**src/rtl/load_store_unit.sv**
```systemverilog
`default_nettype none
// ============================================================================
// Module      : load_store_unit
// Description : Queued load/store front end for a data cache with a 1-cycle
//               synchronous read port and a tagged load-response buffer.
// Revision    : 1.0 - initial release
// ============================================================================
module load_store_unit #(
    parameter int DEPTH = 4,
    parameter int TAG_W = 4
) (
    input  logic             clk,
    input  logic             rst,
    input  logic             req_valid,
    output logic             req_ready,
    input  logic             req_we,
    input  logic [15:0]      req_addr,
    input  logic [15:0]      req_wdata,
    input  logic [TAG_W-1:0] req_tag,
    output logic             resp_valid,
    input  logic             resp_ready,
    output logic [15:0]      resp_data,
    output logic [TAG_W-1:0] resp_tag,
    output logic             dc_rd_en,
    output logic [15:0]      dc_rd_dest,
    output logic             dc_wr_en,
    output logic [15:0]      dc_wr_dest,
    output logic [15:0]      dc_wr_data,
    input  logic [15:0]      dc_rd_out,
    output logic             busy
);

    localparam int                 c_PTR_W   = $clog2(DEPTH);
    localparam logic [c_PTR_W:0]   c_FULL    = (c_PTR_W+1)'(DEPTH);
    localparam logic [c_PTR_W:0]   c_CNT_ONE = (c_PTR_W+1)'(1);
    localparam logic [c_PTR_W-1:0] c_PTR_ONE = c_PTR_W'(1);

    // Request queue storage and control
    logic               r_q_we    [DEPTH];
    logic [15:0]        r_q_addr  [DEPTH];
    logic [15:0]        r_q_wdata [DEPTH];
    logic [TAG_W-1:0]   r_q_tag   [DEPTH];
    logic [c_PTR_W-1:0] r_wr_ptr;
    logic [c_PTR_W-1:0] r_rd_ptr;
    logic [c_PTR_W:0]   r_count;

    // In-flight load slot and 2-entry response buffer
    logic               r_inflight;
    logic [TAG_W-1:0]   r_inflight_tag;
    logic [15:0]        r_rb_data [2];
    logic [TAG_W-1:0]   r_rb_tag  [2];
    logic               r_rb_wr;
    logic               r_rb_rd;
    logic [1:0]         r_rb_occ;

    logic               w_push;
    logic               w_head_valid;
    logic               w_head_we;
    logic [15:0]        w_head_addr;
    logic [15:0]        w_head_wdata;
    logic [TAG_W-1:0]   w_head_tag;
    logic               w_rb_pop;
    logic [2:0]         w_used;
    logic               w_credit;
    logic               w_issue_st;
    logic               w_issue_ld;
    logic               w_pop;

    assign req_ready    = (r_count != c_FULL);
    assign w_push       = req_valid && req_ready;
    assign w_head_valid = (r_count != '0);
    assign w_head_we    = r_q_we[r_rd_ptr];
    assign w_head_addr  = r_q_addr[r_rd_ptr];
    assign w_head_wdata = r_q_wdata[r_rd_ptr];
    assign w_head_tag   = r_q_tag[r_rd_ptr];

    assign resp_valid   = (r_rb_occ != 2'd0);
    assign resp_data    = r_rb_data[r_rb_rd];
    assign resp_tag     = r_rb_tag[r_rb_rd];
    assign w_rb_pop     = resp_valid && resp_ready;

    // A load may only issue if its data is guaranteed a response-buffer slot
    assign w_used       = {1'b0, r_rb_occ} + {2'b00, r_inflight} - {2'b00, w_rb_pop};
    assign w_credit     = (w_used < 3'd2);
    assign w_issue_st   = w_head_valid && w_head_we;
    assign w_issue_ld   = w_head_valid && !w_head_we && w_credit;
    assign w_pop        = w_issue_st || w_issue_ld;

    assign dc_wr_en     = w_issue_st;
    assign dc_wr_dest   = w_issue_st ? w_head_addr  : 16'h0000;
    assign dc_wr_data   = w_issue_st ? w_head_wdata : 16'h0000;
    assign dc_rd_en     = w_issue_ld;
    assign dc_rd_dest   = w_issue_ld ? w_head_addr  : 16'h0000;

    assign busy         = w_head_valid || r_inflight || resp_valid;

    always_ff @(posedge clk or posedge rst) begin
        if (rst) begin
            r_wr_ptr   <= '0;
            r_rd_ptr   <= '0;
            r_count    <= '0;
            r_inflight <= 1'b0;
            r_rb_wr    <= 1'b0;
            r_rb_rd    <= 1'b0;
            r_rb_occ   <= 2'd0;
        end else begin
            if (w_push) r_wr_ptr <= r_wr_ptr + c_PTR_ONE;
            if (w_pop)  r_rd_ptr <= r_rd_ptr + c_PTR_ONE;
            case ({w_push, w_pop})
                2'b10:   r_count <= r_count + c_CNT_ONE;
                2'b01:   r_count <= r_count - c_CNT_ONE;
                default: r_count <= r_count;
            endcase

            r_inflight <= w_issue_ld;
            if (r_inflight) r_rb_wr <= ~r_rb_wr;
            if (w_rb_pop)   r_rb_rd <= ~r_rb_rd;
            case ({r_inflight, w_rb_pop})
                2'b10:   r_rb_occ <= r_rb_occ + 2'd1;
                2'b01:   r_rb_occ <= r_rb_occ - 2'd1;
                default: r_rb_occ <= r_rb_occ;
            endcase
        end
    end

    // Payload storage needs no reset; validity is tracked by the counters above
    always_ff @(posedge clk) begin
        if (w_push) begin
            r_q_we[r_wr_ptr]    <= req_we;
            r_q_addr[r_wr_ptr]  <= req_addr;
            r_q_wdata[r_wr_ptr] <= req_wdata;
            r_q_tag[r_wr_ptr]   <= req_tag;
        end
        if (w_issue_ld) r_inflight_tag <= w_head_tag;
        if (r_inflight) begin
            r_rb_data[r_rb_wr] <= dc_rd_out;
            r_rb_tag[r_rb_wr]  <= r_inflight_tag;
        end
    end

endmodule
`default_nettype wire

```
**config.mk**
```make
export PLATFORM = sky130hd
export DESIGN_NAME = load_store_unit
export DESIGN_NICKNAME = d
export VERILOG_FILES = /design/src/rtl/load_store_unit.sv
export SDC_FILE = /design/constraint.sdc
export NUM_CORES = 1
export LEC_CHECK = 0
export ABC_CLOCK_PERIOD_IN_PS = 3400
export CORE_MARGIN = 3
export CORE_UTILIZATION = 53
export DETAILED_ROUTE_END_ITERATION = 8
export PLACE_DENSITY_LB_ADDON = 0.1
export SYNTH_ARGS = -nofsm -noshare
export SYNTH_HDL_FRONTEND = slang
export SYNTH_SLANG_ARGS = --single-unit
```
**constraint.sdc**
```tcl
create_clock -name clk -period 3.4 [get_ports clk]
set_input_delay 0.68 -clock clk [delete_from_list [all_inputs] [get_ports clk]]
set_output_delay 0.68 -clock clk [all_outputs]
set_load 0.01 [all_outputs]
```
==> run metrics <==
Seq cells post-synth=204; clock slew at reported path FFs=0.06 ns; H-tree levels=1; Inst Count DP=704; area of the core=14640 µm²; run status=finished, final reports clean; MaxCap Viol Count=0; Via density=5.519; Avg Inst Size Synth=20.48 µm²; CP required=2.72 ns; largest net degree at the start of global routing=38; synth unique cells=33; Max Freq=0.3024 GHz; total CTS buffers=21; Startpoint Class=flip-flop; first-pass GRT wire length=24410 µm; Routed WL per cell=20.46 µm; DRT iter0 DRCs=266; max-slew violations=0; gr usage total=19.24%; die area=16540 µm²; initial antenna violation count=1; post-layout min period=3.307 ns; Total Routed Length=15330 µm; RePlAce Congestion=0.7139; leak pwr=3.670 nW; via count of the first global-routing pass=4469; WHS=0.4512 ns; Metal-1 WL=6488 µm; Area Growth Syn to Fin=29.48%; CTS tree=done; Die X=128.6 µm; IO Count=130; most common cell after layout, fill and taps aside=edfxtp_1; Synth Net Count=453; IO buf count=129; instance count of the mapped netlist=389; Peak VDD IR=0.0005005 V; detailed-router iteration count before antenna repair=4; layout cell share with drive strength beyond 1=26.37%; GRT overflow=0; Final nets=614; Worst-Skew Late Latency=0.49 ns; layout filler cell count=954; Worst Tran Pin Value=1.003 ns; Hold Crit Class=flip-flop to flip-flop; Hold Vio Cnt, Final=0; commonest cells after routing, fill and taps aside=edfxtp_1, clkdlybuf4s50_1, mux4_2, and3_1, buf_4; crit path DAT=2.63 ns; CP Capture Type=output port; hold-fix buffers at CTS=0; DRC violations left=0; Root Buffer=clkbuf_16; post-DP HPWL=9438 µm; Chip Height=128.6 µm; Relative slew margins=32.85%; met3 wire len=1057 µm; antenna-violating nets left=0; metal2 WL=7644 µm; top sig layer=met4; Power Density=959.9 nW/µm²; initial core utilization=54.39%; Vias=4134; skew final=0.009792 ns; Final period util=97.26%; CTS Buffer Depth=3; worst-path fanout max=9; Antenna diodes=0; Finished Core Util=70.43%; Mapped Area=7965 µm²; Non-Filler Instances=749; Crit Path Category=flip-flop to output port; setup_tns=0 ns; endpoints failing setup=0; clk sinks=204; std cell rows=44; sequential element share of the synthesized area=76.15%; Syn. warnings=0
==> timing repair <==
item                                    in CTS  in global routing
endpoints found under the setup margin      17                 17
pin swaps                                    3                  4
gates resized for setup                     70                  9
gates cloned                                 1                  0
setup buffers                                6                  1
==> flip-flops by register name, summed over array words and instances, names as in the netlist <==
register	flops
r_q_tag	16
r_rb_tag	8
r_q_wdata	64
r_count	3
r_rb_wr	1
r_q_we	4
r_q_addr	64
r_rd_ptr	2
r_inflight_tag	4
r_rb_rd	1
r_rb_occ	2
r_rb_data	32
r_wr_ptr	2
r_inflight	1
==> stage by stage <==
step | worst slack, ns | power, mW | cell area, µm²
floorplan | 0.2883 | 5.809 | 7965
global placement | -0.5009 | 7.661 | 9646
detailed placement | -0.5623 | 7.771 | 9646
CTS | 0.04416 | 10.07 | 10310
global route | -0.01118 | 10.47 | 10310
finish | 0.09307 | 9.900 | 10310
==> worst paths after layout <==
kind,from,to,slack [ns],cells past startpoint
worst max register to register,r_rb_occ[0],r_count[2],0.41,15
worst min-delay path,r_inflight_tag[0],r_rb_tag[0][0],0.45,0
max in group asynchronous,rst,r_rd_ptr[0],2.54,2
min in group asynchronous,rst,r_rb_rd,0.52,2
worst max-delay path,r_rb_occ[0],dc_rd_dest[7],0.09,10
worst min register to register,r_inflight_tag[0],r_rb_tag[0][0],0.45,0
==> worst max-delay path, stage by stage (launching register included) <==
cell      delay (ns)
dfrtp_1         0.38
and3b_2         0.26
a21oi_2         0.05
nand2b_4        0.14
fa_2            0.37
xnor2_2         0.14
and4b_2         0.28
buf_6           0.13
buf_12          0.13
and2_1          0.14
buf_2           0.13
==> cell families after synthesis <==
family	synth area share, %
muxes	13.57
DFF	76.15
and+or+nand+nor	5.906
AOI/OAI and AO/OA	0.6284
buffers and inverters	1.571
xor gates and xnor gates	0.8797
adders and majority gates	1.288
==> routing by layer <==
| metal | vias to the layer above | GRT usage, % |
|---|---|---|
| met3 | 12 | 4.442 |
| met4 | 0 | 4.015 |
| met5 | - | 0 |
| met2 | 134 | 32.09 |
| met1 | 2099 | 26.57 |
| li1 | 1889 | - |
==> synthesized netlist by cell type <==
| cell | count | area, µm² |
|---|---|---|
| or3b_1 | 1 | 8.760 |
| mux4_2 | 37 | 833.3 |
| mux2_2 | 21 | 236.5 |
| dfrtp_1 | 12 | 300.3 |
| buf_2 | 4 | 20.02 |
| a211o_1 | 2 | 17.52 |
| o31a_1 | 1 | 8.760 |
| nor2_1 | 1 | 3.750 |
| xnor2_1 | 6 | 52.55 |
| o2111ai_1 | 1 | 8.760 |
| ha_1 | 5 | 62.56 |
| nand2_1 | 4 | 15.01 |
| or2_2 | 2 | 12.51 |
| or3_1 | 2 | 12.51 |
| xor2_1 | 2 | 17.52 |
| and4b_2 | 1 | 11.26 |
| inv_1 | 7 | 26.28 |
| clkbuf_1 | 14 | 52.55 |
| nand4_1 | 3 | 18.77 |
| fa_1 | 2 | 40.04 |
| and3_1 | 36 | 225.2 |
| nand3_1 | 3 | 15.01 |
| buf_4 | 2 | 15.01 |
| edfxtp_1 | 192 | 5766 |
| and3b_1 | 1 | 8.760 |
| and4_1 | 1 | 8.760 |
| and2_1 | 17 | 106.4 |
| nor2b_1 | 1 | 6.260 |
| a21oi_1 | 3 | 15.01 |
| mux2_1 | 1 | 11.26 |
| nand2b_1 | 2 | 12.51 |
| nor3_1 | 1 | 5.000 |
| buf_6 | 1 | 11.26 |
==> layout make-up <==
class	instances	area (µm²)	share of cell area [%]
tap	184	230.2	2.232
inverter	7	26.28	0.2548
clock buffer	29	555.5	5.386
timing repair buffer	159	1529	14.82
sequential	204	6068	58.84
clock inverter	9	95.09	0.9220
multi-input combinational	157	1809	17.54
==> where the power goes <==
part / internal (mW) / total [mW] / switching (mW)
clock: 1.30 / 2.16 / 0.861
combinational: 2.20 / 4.11 / 1.91
sequential: 3.43 / 3.63 / 0.198
total: 6.93 / 9.90 / 2.97
(Power assumes the default switching activity.)
